--- config.mk ---
export PLATFORM = sky130hd
export DESIGN_NAME = spi_controller
export DESIGN_NICKNAME = d
export VERILOG_FILES = /design/src/rtl/spi_controller.sv
export SDC_FILE = /design/constraint.sdc
export NUM_CORES = 1
export LEC_CHECK = 0
export CAP_MARGIN = 10
export CORE_ASPECT_RATIO = 1.1
export CORE_UTILIZATION = 53
export DETAILED_ROUTE_END_ITERATION = 16
export HOLD_SLACK_MARGIN = 0.1
export PLACE_DENSITY = 0.78
export SKIP_CTS_REPAIR_TIMING = 1
export SLEW_MARGIN = 20
export SYNTH_ARGS = -nofsm -noshare
export SYNTH_HDL_FRONTEND = slang
export SYNTH_SLANG_ARGS = --single-unit
export TNS_END_PERCENT = 5
--- constraint.sdc ---
create_clock -name i_clk -period 2.5 [get_ports i_clk]
set_input_delay 0.5 -clock i_clk [delete_from_list [all_inputs] [get_ports i_clk]]
set_output_delay 0.5 -clock i_clk [all_outputs]
set_load 0.02 [all_outputs]
--- src/rtl/spi_controller.sv ---
// spi_controller: SPI mode-0 (CPOL=0, CPHA=0, MSB-first) byte controller with
// host ready/valid byte interface and chip select held across multi-byte transfers.
`default_nettype none
`timescale 1ns/1ps

module spi_controller #(
  parameter int CLKS_PER_HALF_BIT = 2
) (
  input  logic       i_clk,
  input  logic       i_reset_n,
  input  logic       i_tx_dv,
  input  logic [7:0] i_tx_byte,
  input  logic       i_tx_last,
  output logic       o_tx_ready,
  output logic       o_rx_dv,
  output logic [7:0] o_rx_byte,
  output logic       o_spi_clk,
  output logic       o_spi_copi,
  input  logic       i_spi_cipo,
  output logic       o_spi_cs_n
);

  localparam int            CW         = $clog2(CLKS_PER_HALF_BIT) + 1;
  localparam logic [CW-1:0] C_HALF_MAX = CW'(CLKS_PER_HALF_BIT - 1);

  typedef enum logic [2:0] {
    ST_IDLE, ST_SETUP, ST_XFER, ST_WAIT_NEXT, ST_CS_HOLD, ST_CS_GAP
  } state_t;

  state_t        state_q, state_d;
  logic [CW-1:0] half_cnt_q, half_cnt_d;
  logic [3:0]    edge_cnt_q, edge_cnt_d;
  logic [7:0]    tx_shift_q, tx_shift_d;
  logic [7:0]    rx_shift_q, rx_shift_d;
  logic [7:0]    rx_byte_q, rx_byte_d;
  logic          last_q, last_d;
  logic          sclk_q, sclk_d;
  logic          copi_q, copi_d;
  logic          cs_n_q, cs_n_d;
  logic          rx_dv_q, rx_dv_d;
  logic          half_done;
  logic          accept;

  assign o_tx_ready = (state_q == ST_IDLE) || (state_q == ST_WAIT_NEXT);
  assign half_done  = (half_cnt_q == C_HALF_MAX);
  assign accept     = i_tx_dv && o_tx_ready;

  always_comb begin
    state_d    = state_q;
    half_cnt_d = half_done ? '0 : half_cnt_q + CW'(1);
    edge_cnt_d = edge_cnt_q;
    tx_shift_d = tx_shift_q;
    rx_shift_d = rx_shift_q;
    rx_byte_d  = rx_byte_q;
    last_d     = last_q;
    sclk_d     = sclk_q;
    copi_d     = copi_q;
    cs_n_d     = cs_n_q;
    rx_dv_d    = 1'b0;

    case (state_q)
      ST_IDLE, ST_WAIT_NEXT: begin
        half_cnt_d = '0;
        if (accept) begin
          tx_shift_d = i_tx_byte;
          last_d     = i_tx_last;
          copi_d     = i_tx_byte[7];
          cs_n_d     = 1'b0;
          state_d    = ST_SETUP;
        end
      end
      ST_SETUP: begin
        if (half_done) begin
          sclk_d     = 1'b1;
          rx_shift_d = {rx_shift_q[6:0], i_spi_cipo};
          edge_cnt_d = 4'd0;
          state_d    = ST_XFER;
        end
      end
      ST_XFER: begin
        if (half_done) begin
          edge_cnt_d = edge_cnt_q + 4'd1;
          if (sclk_q) begin
            sclk_d = 1'b0;
            // edge_cnt_q holds the index of the previous edge; 14 means this is the 16th
            if (edge_cnt_q == 4'd14) begin
              rx_dv_d   = 1'b1;
              rx_byte_d = rx_shift_q;
              state_d   = last_q ? ST_CS_HOLD : ST_WAIT_NEXT;
            end else begin
              tx_shift_d = {tx_shift_q[6:0], 1'b0};
              copi_d     = tx_shift_q[6];
            end
          end else begin
            sclk_d     = 1'b1;
            rx_shift_d = {rx_shift_q[6:0], i_spi_cipo};
          end
        end
      end
      ST_CS_HOLD: begin
        if (half_done) begin
          cs_n_d  = 1'b1;
          state_d = ST_CS_GAP;
        end
      end
      ST_CS_GAP: begin
        if (half_done) begin
          state_d = ST_IDLE;
        end
      end
      default: state_d = ST_IDLE;
    endcase
  end

  always_ff @(posedge i_clk or negedge i_reset_n) begin
    if (!i_reset_n) begin
      state_q    <= ST_IDLE;
      half_cnt_q <= '0;
      edge_cnt_q <= 4'd0;
      tx_shift_q <= 8'h00;
      rx_shift_q <= 8'h00;
      rx_byte_q  <= 8'h00;
      last_q     <= 1'b0;
      sclk_q     <= 1'b0;
      copi_q     <= 1'b0;
      cs_n_q     <= 1'b1;
      rx_dv_q    <= 1'b0;
    end else begin
      state_q    <= state_d;
      half_cnt_q <= half_cnt_d;
      edge_cnt_q <= edge_cnt_d;
      tx_shift_q <= tx_shift_d;
      rx_shift_q <= rx_shift_d;
      rx_byte_q  <= rx_byte_d;
      last_q     <= last_d;
      sclk_q     <= sclk_d;
      copi_q     <= copi_d;
      cs_n_q     <= cs_n_d;
      rx_dv_q    <= rx_dv_d;
    end
  end

  assign o_rx_dv    = rx_dv_q;
  assign o_rx_byte  = rx_byte_q;
  assign o_spi_clk  = sclk_q;
  assign o_spi_copi = copi_q;
  assign o_spi_cs_n = cs_n_q;

endmodule

`default_nettype wire
==> summary.md, run 1 <==
| Metric | Value |
|---|---|
| Status | `complete, no violations` |
| Half-perimeter wire length of the detailed placement result | `around 2100 microns` |
| Setup-violating endpoint count in the final report | `0` |
| Period utilisation layout | `around 80%` |
| Count of H-tree levels built during CTS | `2` |
| Predominant post-synthesis flop cell | `sky130_fd_sc_hd__dfrtp_1` |
| Clock tree sinks | `37` |
| Placed cell areas | `about 2000 sq um` |
| Leftover overflow at the end of global routing | `0` |
| Worst voltage drop across the vdd grid | `0.7049 mV` |
| Post-DR wirelength/cell | `approximately 15 microns` |
| Fin crit period | `2005 ps` |
| Clock-pin slew of the registers on the worst-case setup and hold paths | `110 ps` |
| RSZ-0062 raised after global routing | `no` |
| Crit path arrival time | `about 1500 ps` |
| Crit Path Category | `reg -> out` |
| DIE WIDTH | `~56 microns` |
| Synth Register Bits | `37` |
| Number of iterations in the first detailed-routing pass | `4` |
| TritonCTS clock tree | `done` |
| Skew final | `between 9 and 10 ps` |
| Worst slack on hold paths | `495.6 ps` |
| Number of buffers and inverters on the critical path | `1` |
| Synth unique cells | `40` |
| Slowest CP cell | `sky130_fd_sc_hd__clkdlybuf4s50_1` |
| Number of cells in the design after placement | `between 200 and 250` |
| Final nets | `190` |
| Count of flip-flops with a built-in enable after synthesis | `0` |
| Detailed-route wire length | `~3200 microns` |
| Yosys synthesis warning count | `0` |
| Root buffer cell | `sky130_fd_sc_hd__clkbuf_4` |
| Total power draw | `about 2.3 mW` |
| Via count of the first global-routing pass | `~1,200` |
| Worst r2r src | `state_q[0]` |
| DRC violations left | `0` |
| Worst min-delay path class | `reg -> reg` |
| Fill cell count | `234` |
| Worst-path maximum fanout | `8` |
| Number of placement rows | `21` |
| Fraction of layout cells with a size suffix above 1 | `19.32%` |
| TritonCTS Buffers | `5` |
| Fin area | `between 2000 and 2500 sq um` |
| Post-Synthesis Cells | `around 150` |
| Ratio of routed vias to standard cells | `6.033` |
| Mapped Nets | `about 160` |
| Fin. Hold Viols | `0` |
| Category of cells accounting for the largest share of critical-path delay | `buffers and inverters` |
| Vias after detailed routing | `between 1,000 and 1,500` |
| Seq/Total Area, Yosys | `a little over half` |
| Initial antenna violation count | `0` |
| Static Leak | `roughly 0.90 nW` |
| Initial core utilization | `~56%` |
| Flop-to-flop setup slack | `520 ps` |
| Die height | `about 61 microns` |
| Iter 0 DRT Violations | `between 50 and 60` |
| Commonest non-fill, non-tap cells in the layout | `sky130_fd_sc_hd__dfrtp_1 (35), sky130_fd_sc_hd__clkdlybuf4s50_1 (24), sky130_fd_sc_hd__mux2_2 (15), sky130_fd_sc_hd__o22ai_1 (11), sky130_fd_sc_hd__a21oi_1 (9)` |
| Clk buf depth | `2` |
| Placeable core region | `approximately 3000 sq um` |
| Worst reg2reg path depth | `4` |
| Area enclosed by the die boundary | `approximately 3400 sq um` |
| Highest cell delay on the worst timing path | `660 ps` |
| Category of the worst setup path capture point | `output port` |
| Port Buf Inserts | `25` |
| Max cap viols | `0` |
| Async set-or-reset flop fraction in the synthesized netlist | `100.0%` |
| Global-route wire length before repair | `approximately 5300 microns` |
| Count of nets left with antenna violations after detail routing | `0` |
| Top Ports | `26` |
| Highest clock frequency the design can meet | `approximately 500 MHz` |
| Clock latency on the worst-skew pair | `between 300 and 400 ps` |
| Cells along the critical path | `clkdlybuf4s50_1` |
| Cells on Worst Hold Path | `1` |
| Final weighted congestion of routability-driven global placement | `0.8639` |
| Slew Viols, Final | `0` |
| Antenna Diode Count | `0` |
| Transition at the pin with the smallest max-transition slack | `569.8 ps` |
| Pin count of the biggest net entering global routing | `38` |
| Critical register-to-register path endpoint | `o_rx_byte[1]` |
| Kind of launch point of the worst setup path | `flop` |
| Post-synthesis to final-layout area growth | `21.00%` |
| Hold Path Sink | `o_rx_byte[6]` |
| Avg Inst Size Synth | `around 12 sq um` |
| Max transition margin | `62.02%` |
| Power density of the placed cells | `roughly 1100 nW/um^2` |
| Post-layout instance count excluding filler cells | `210` |
| Worst path required time | `approximately 2000 ps` |
| Area of the mapped netlist | `1704 sq um` |
| Most common cell after layout, fill and taps aside | `sky130_fd_sc_hd__dfrtp_1` |
| Combined global-route utilization of all metal layers | `about 20%` |
| Min-delay src | `o_rx_byte[6]` |
report_power, final:
part / switching [mW] / internal (mW) / leakage [nW] / total [mW]
combinational: 0.488 / 0.490 / 0.403 / 0.978
clock: 0.199 / 0.137 / 0.0382 / 0.336
sequential: 0.202 / 0.811 / 0.462 / 1.01
final cells by class:
cell class                 count  area (sq um)  share of cell area, %
sequential                    37         928.4                  45.02
clock inverter                 2         13.76                 0.6675
clock buffer                   6         51.30                  2.488
timing repair buffer          28         275.3                  13.35
tap                           34         42.54                  2.063
inverter                       5         18.77                 0.9102
multi-input combinational     98         732.0                  35.50
kinds of logic (layout without fill, tap and decap cells):
kind of cell	count (synthesis)	count (layout)	synth area share, %
AO/OA/AOI/OAI	44	44	17.18
multiplexers	17	17	11.23
adder cells (fa/ha/maj)	2	2	1.468
AND/OR/NAND/NOR	34	34	12.55
flip-flops	37	37	54.41
buffers and inverters	11	41	2.643
XOR/XNOR	1	1	0.5140
metal layers:
layer | track usage (%) | vias to the layer above | part of all wire [%]
li1 | - | 606 | -
met1 | 25.48 | 613 | 45
met2 | 32.48 | 41 | 48
met3 | 5.042 | 7 | 5.3
met4 | 10.45 | 0 | 1.6
met5 | 0 | - | 0
how the worst max path moves through the flow:
| stage | start | slack, ps | to | cells after the start |
|---|---|---|---|---|
| after floorplan | state_q[0] | 750 | o_rx_byte[0] | 4 |
| after global placement | state_q[1] | 420 | o_tx_ready | 3 |
| after detailed placement | state_q[1] | 380 | o_tx_ready | 3 |
| after CTS | state_q[1] | -20 | o_tx_ready | 3 |
| after global routing | state_q[1] | 380 | o_tx_ready | 3 |
| final | o_spi_clk | 500 | o_spi_clk | 1 |
through the flow:
step	utilization [%]	TNS (ps)	setup WS, ps
after floorplan	-	0	753.2
after global routing	67.65	0	382.3
after CTS	67.53	-21.16	-21.16
final	67.65	0	495.1
after global placement	65.39	0	417.3
after detailed placement	65.39	0	375.7
synth_stat cells, types with 2 or more instances:
library cell                count  area (sq um)
sky130_fd_sc_hd__ha_1           2         25.02
sky130_fd_sc_hd__mux2_2        15         168.9
sky130_fd_sc_hd__clkbuf_1       2         7.510
sky130_fd_sc_hd__o21ai_0        8         40.04
sky130_fd_sc_hd__a2bb2oi_1      7         61.31
sky130_fd_sc_hd__nand3b_1       2         15.01
sky130_fd_sc_hd__nand2b_1       3         18.77
sky130_fd_sc_hd__a21oi_1        9         45.04
sky130_fd_sc_hd__buf_2          3         15.01
sky130_fd_sc_hd__mux2_1         2         22.52
sky130_fd_sc_hd__o22ai_1       11         68.82
sky130_fd_sc_hd__nand2_1        4         15.01
sky130_fd_sc_hd__nor3b_1        2         15.01
sky130_fd_sc_hd__inv_1          5         18.77
sky130_fd_sc_hd__dfrtp_1       36         900.9
sky130_fd_sc_hd__nor2_1         5         18.77
sky130_fd_sc_hd__nor3_1         3         15.01
sky130_fd_sc_hd__nor2b_1        2         12.51
sky130_fd_sc_hd__and2_1         2         12.51
sky130_fd_sc_hd__nand3_1        3         15.01
sequential cells by signal (all words and copies together), names as in the netlist:
name	cells
edge_cnt_q	4
half_cnt_q	2
last_q	1
o_rx_byte	8
o_rx_dv	1
o_spi_clk	1
o_spi_copi	1
o_spi_cs_n	1
rx_shift_q	8
state_q	3
tx_shift_q	7
Power figures use the tool's default switching activity.
==> run 2, diff against run 1 <==
Clock period 2.5 ns to 2 ns, I/O delays scaled along.
==> run 2 against run 1 <==
Compared with the run above:
- clock-buffer cell count down 1
- clock power up 57%
- sequential power up 22%
==> summary.md, run 2 (synthesized netlist as in run 1, its figures left out) <==
| Metric | Value |
|---|---|
| Leftover overflow at the end of global routing | `0` |
| Final weighted congestion of routability-driven global placement | `around 0.95` |
| Iter 0 DRT Violations | `65` |
| Commonest non-fill, non-tap cells in the layout | `sky130_fd_sc_hd__dfrtp_1 (36), sky130_fd_sc_hd__clkdlybuf4s50_1 (24), sky130_fd_sc_hd__mux2_2 (15), sky130_fd_sc_hd__o22ai_1 (11), sky130_fd_sc_hd__a21oi_1 (9)` |
| Fin crit period | `1918 ps` |
| Max cap viols | `0` |
| Setup-violating endpoint count in the final report | `0` |
| Pre-CTS worst setup slack | `between 100 and 150 ps` |
| Power density of the placed cells | `around 1500 nW/um^2` |
| TritonCTS clock tree | `done` |
| Clock tree sinks | `37` |
| Count of nets left with antenna violations after detail routing | `0` |
| Fill cell count | `232` |
| Status | `complete, no violations` |
| Initial core utilization | `a little under three fifths` |
| Number of placement rows | `21` |
| Worst setup margin | `approximately 82 ps` |
| Max transition margin | `between 60 and 70%` |
| Fin. Hold Viols | `0` |
| Crit Path Category | `reg -> out` |
| Global-route wire length before repair | `~5700 microns` |
| Post-layout instance count excluding filler cells | `approximately 220` |
| Number of cells in the design after placement | `208` |
| RSZ-0062 raised after global routing | `no` |
| Total power draw | `3.115 mW` |
| Slew Viols, Final | `0` |
| Area enclosed by the die boundary | `3446 sq um` |
| Period utilisation layout | `95.88%` |
| Worst path required time | `1600 ps` |
| Fin area | `between 2000 and 2500 sq um` |
| Vias after detailed routing | `1,299` |
| TritonCTS Buffers | `5` |
| Post-DR wirelength/cell | `~16 microns` |
| Critical register-to-register path endpoint | `edge_cnt_q[1]` |
| Category of the worst setup path capture point | `output port` |
| DRC violations left | `0` |
| Fraction of layout cells with a size suffix above 1 | `21.43%` |
| Worst reg2reg path depth | `4` |
| Worst r2r src | `state_q[2]` |
| Clock-pin slew of the registers on the worst-case setup and hold paths | `between 100 and 150 ps` |
| Crit path arrival time | `around 1500 ps` |
| Top Ports | `26` |
| DIE WIDTH | `56.07 microns` |
| Worst-path maximum fanout | `3` |
| Half-perimeter wire length of the detailed placement result | `~2400 microns` |
| Pin count of the biggest net entering global routing | `38` |
| Die height | `61.47 microns` |
| Static Leak | `0.9404 nW` |
| Number of buffers and inverters on the critical path | `1` |
| Clock latency on the worst-skew pair | `approximately 360 ps` |
| Via count of the first global-routing pass | `between 1,000 and 1,500` |
| Port Buf Inserts | `25` |
| Kind of launch point of the worst setup path | `flop` |
| Worst min-delay path class | `in -> async` |
| Detailed-route wire length | `about 3400 microns` |
| Combined global-route utilization of all metal layers | `roughly 22%` |
| Cells along the critical path | `clkdlybuf4s50_1` |
| Ratio of routed vias to standard cells | `approximately 6.0` |
| Highest clock frequency the design can meet | `521.5 MHz` |
| Transition at the pin with the smallest max-transition slack | `between 400 and 500 ps` |
| Category of cells accounting for the largest share of critical-path delay | `buffers and inverters` |
| Placeable core region | `3048 sq um` |
| Final nets | `between 150 and 200` |
| Most common cell after layout, fill and taps aside | `sky130_fd_sc_hd__dfrtp_1` |
| Post-synthesis to final-layout area growth | `25.40%` |
| Worst setup path end | `o_spi_cs_n` |
| Flop-to-flop setup slack | `220 ps` |
| Skew final | `~9.0 ps` |
| Placed cell areas | `between 2000 and 2500 sq um` |
| Highest cell delay on the worst timing path | `roughly 610 ps` |
| Slowest CP cell | `sky130_fd_sc_hd__clkdlybuf4s50_1` |
| Number of iterations in the first detailed-routing pass | `4` |
| Sum Neg Setup Slack | `0 ps` |
| Root buffer cell | `sky130_fd_sc_hd__clkbuf_4` |
| Critical Path Source | `o_spi_cs_n` |
| Worst voltage drop across the vdd grid | `between 0.9 and 1 mV` |
| Count of H-tree levels built during CTS | `2` |
| Number of logic stages on the critical path including buffering | `1` |
| Clk buf depth | `2` |
| Antenna Diode Count | `0` |
| Initial antenna violation count | `0` |
[run 2: layer usage]
layer  routed length (microns)  GRT usage [%]
met3                       165          6.723
met5                         0              0
met1                      1512          25.95
met2                      1718          39.46
met4                        44          9.756
[run 2: where the power goes]
| group | switching (mW) | internal [mW] |
|---|---|---|
| clock network | 0.265 | 0.264 |
| registers | 0.213 | 1.01 |
| logic | 0.680 | 0.680 |
| total | 1.16 | 1.96 |
[run 2: through the flow]
step	util, %	hold slack (ps)
2_1_floorplan	-	104.4
3_3_place_gp	67.28	471.0
3_5_place_dp	67.28	473.7
4_1_cts	70.03	459.1
5_1_grt	70.11	512.6
6_report	70.11	446.2
[run 2: cell type report]
class / count / area [sq um] / share of cell area (%)
clock buffer: 5 / 37.54 / 1.756
clock inverter: 3 / 46.29 / 2.166
inverter: 5 / 18.77 / 0.8782
multi-input combinational: 98 / 732.0 / 34.25
sequential: 37 / 927.1 / 43.38
tap: 34 / 42.54 / 1.991
timing repair buffer: 34 / 332.8 / 15.57
[run 2: how the worst min path moves through the flow]
stage,depth (start not counted),from,to
floorplan,0,i_reset_n,edge_cnt_q[0]
global placement,1,o_rx_byte[7],o_rx_byte[7]
detailed placement,1,o_rx_byte[7],o_rx_byte[7]
CTS,2,i_reset_n,state_q[1]
global route,2,i_reset_n,rx_shift_q[4]
finish,2,i_reset_n,state_q[2]
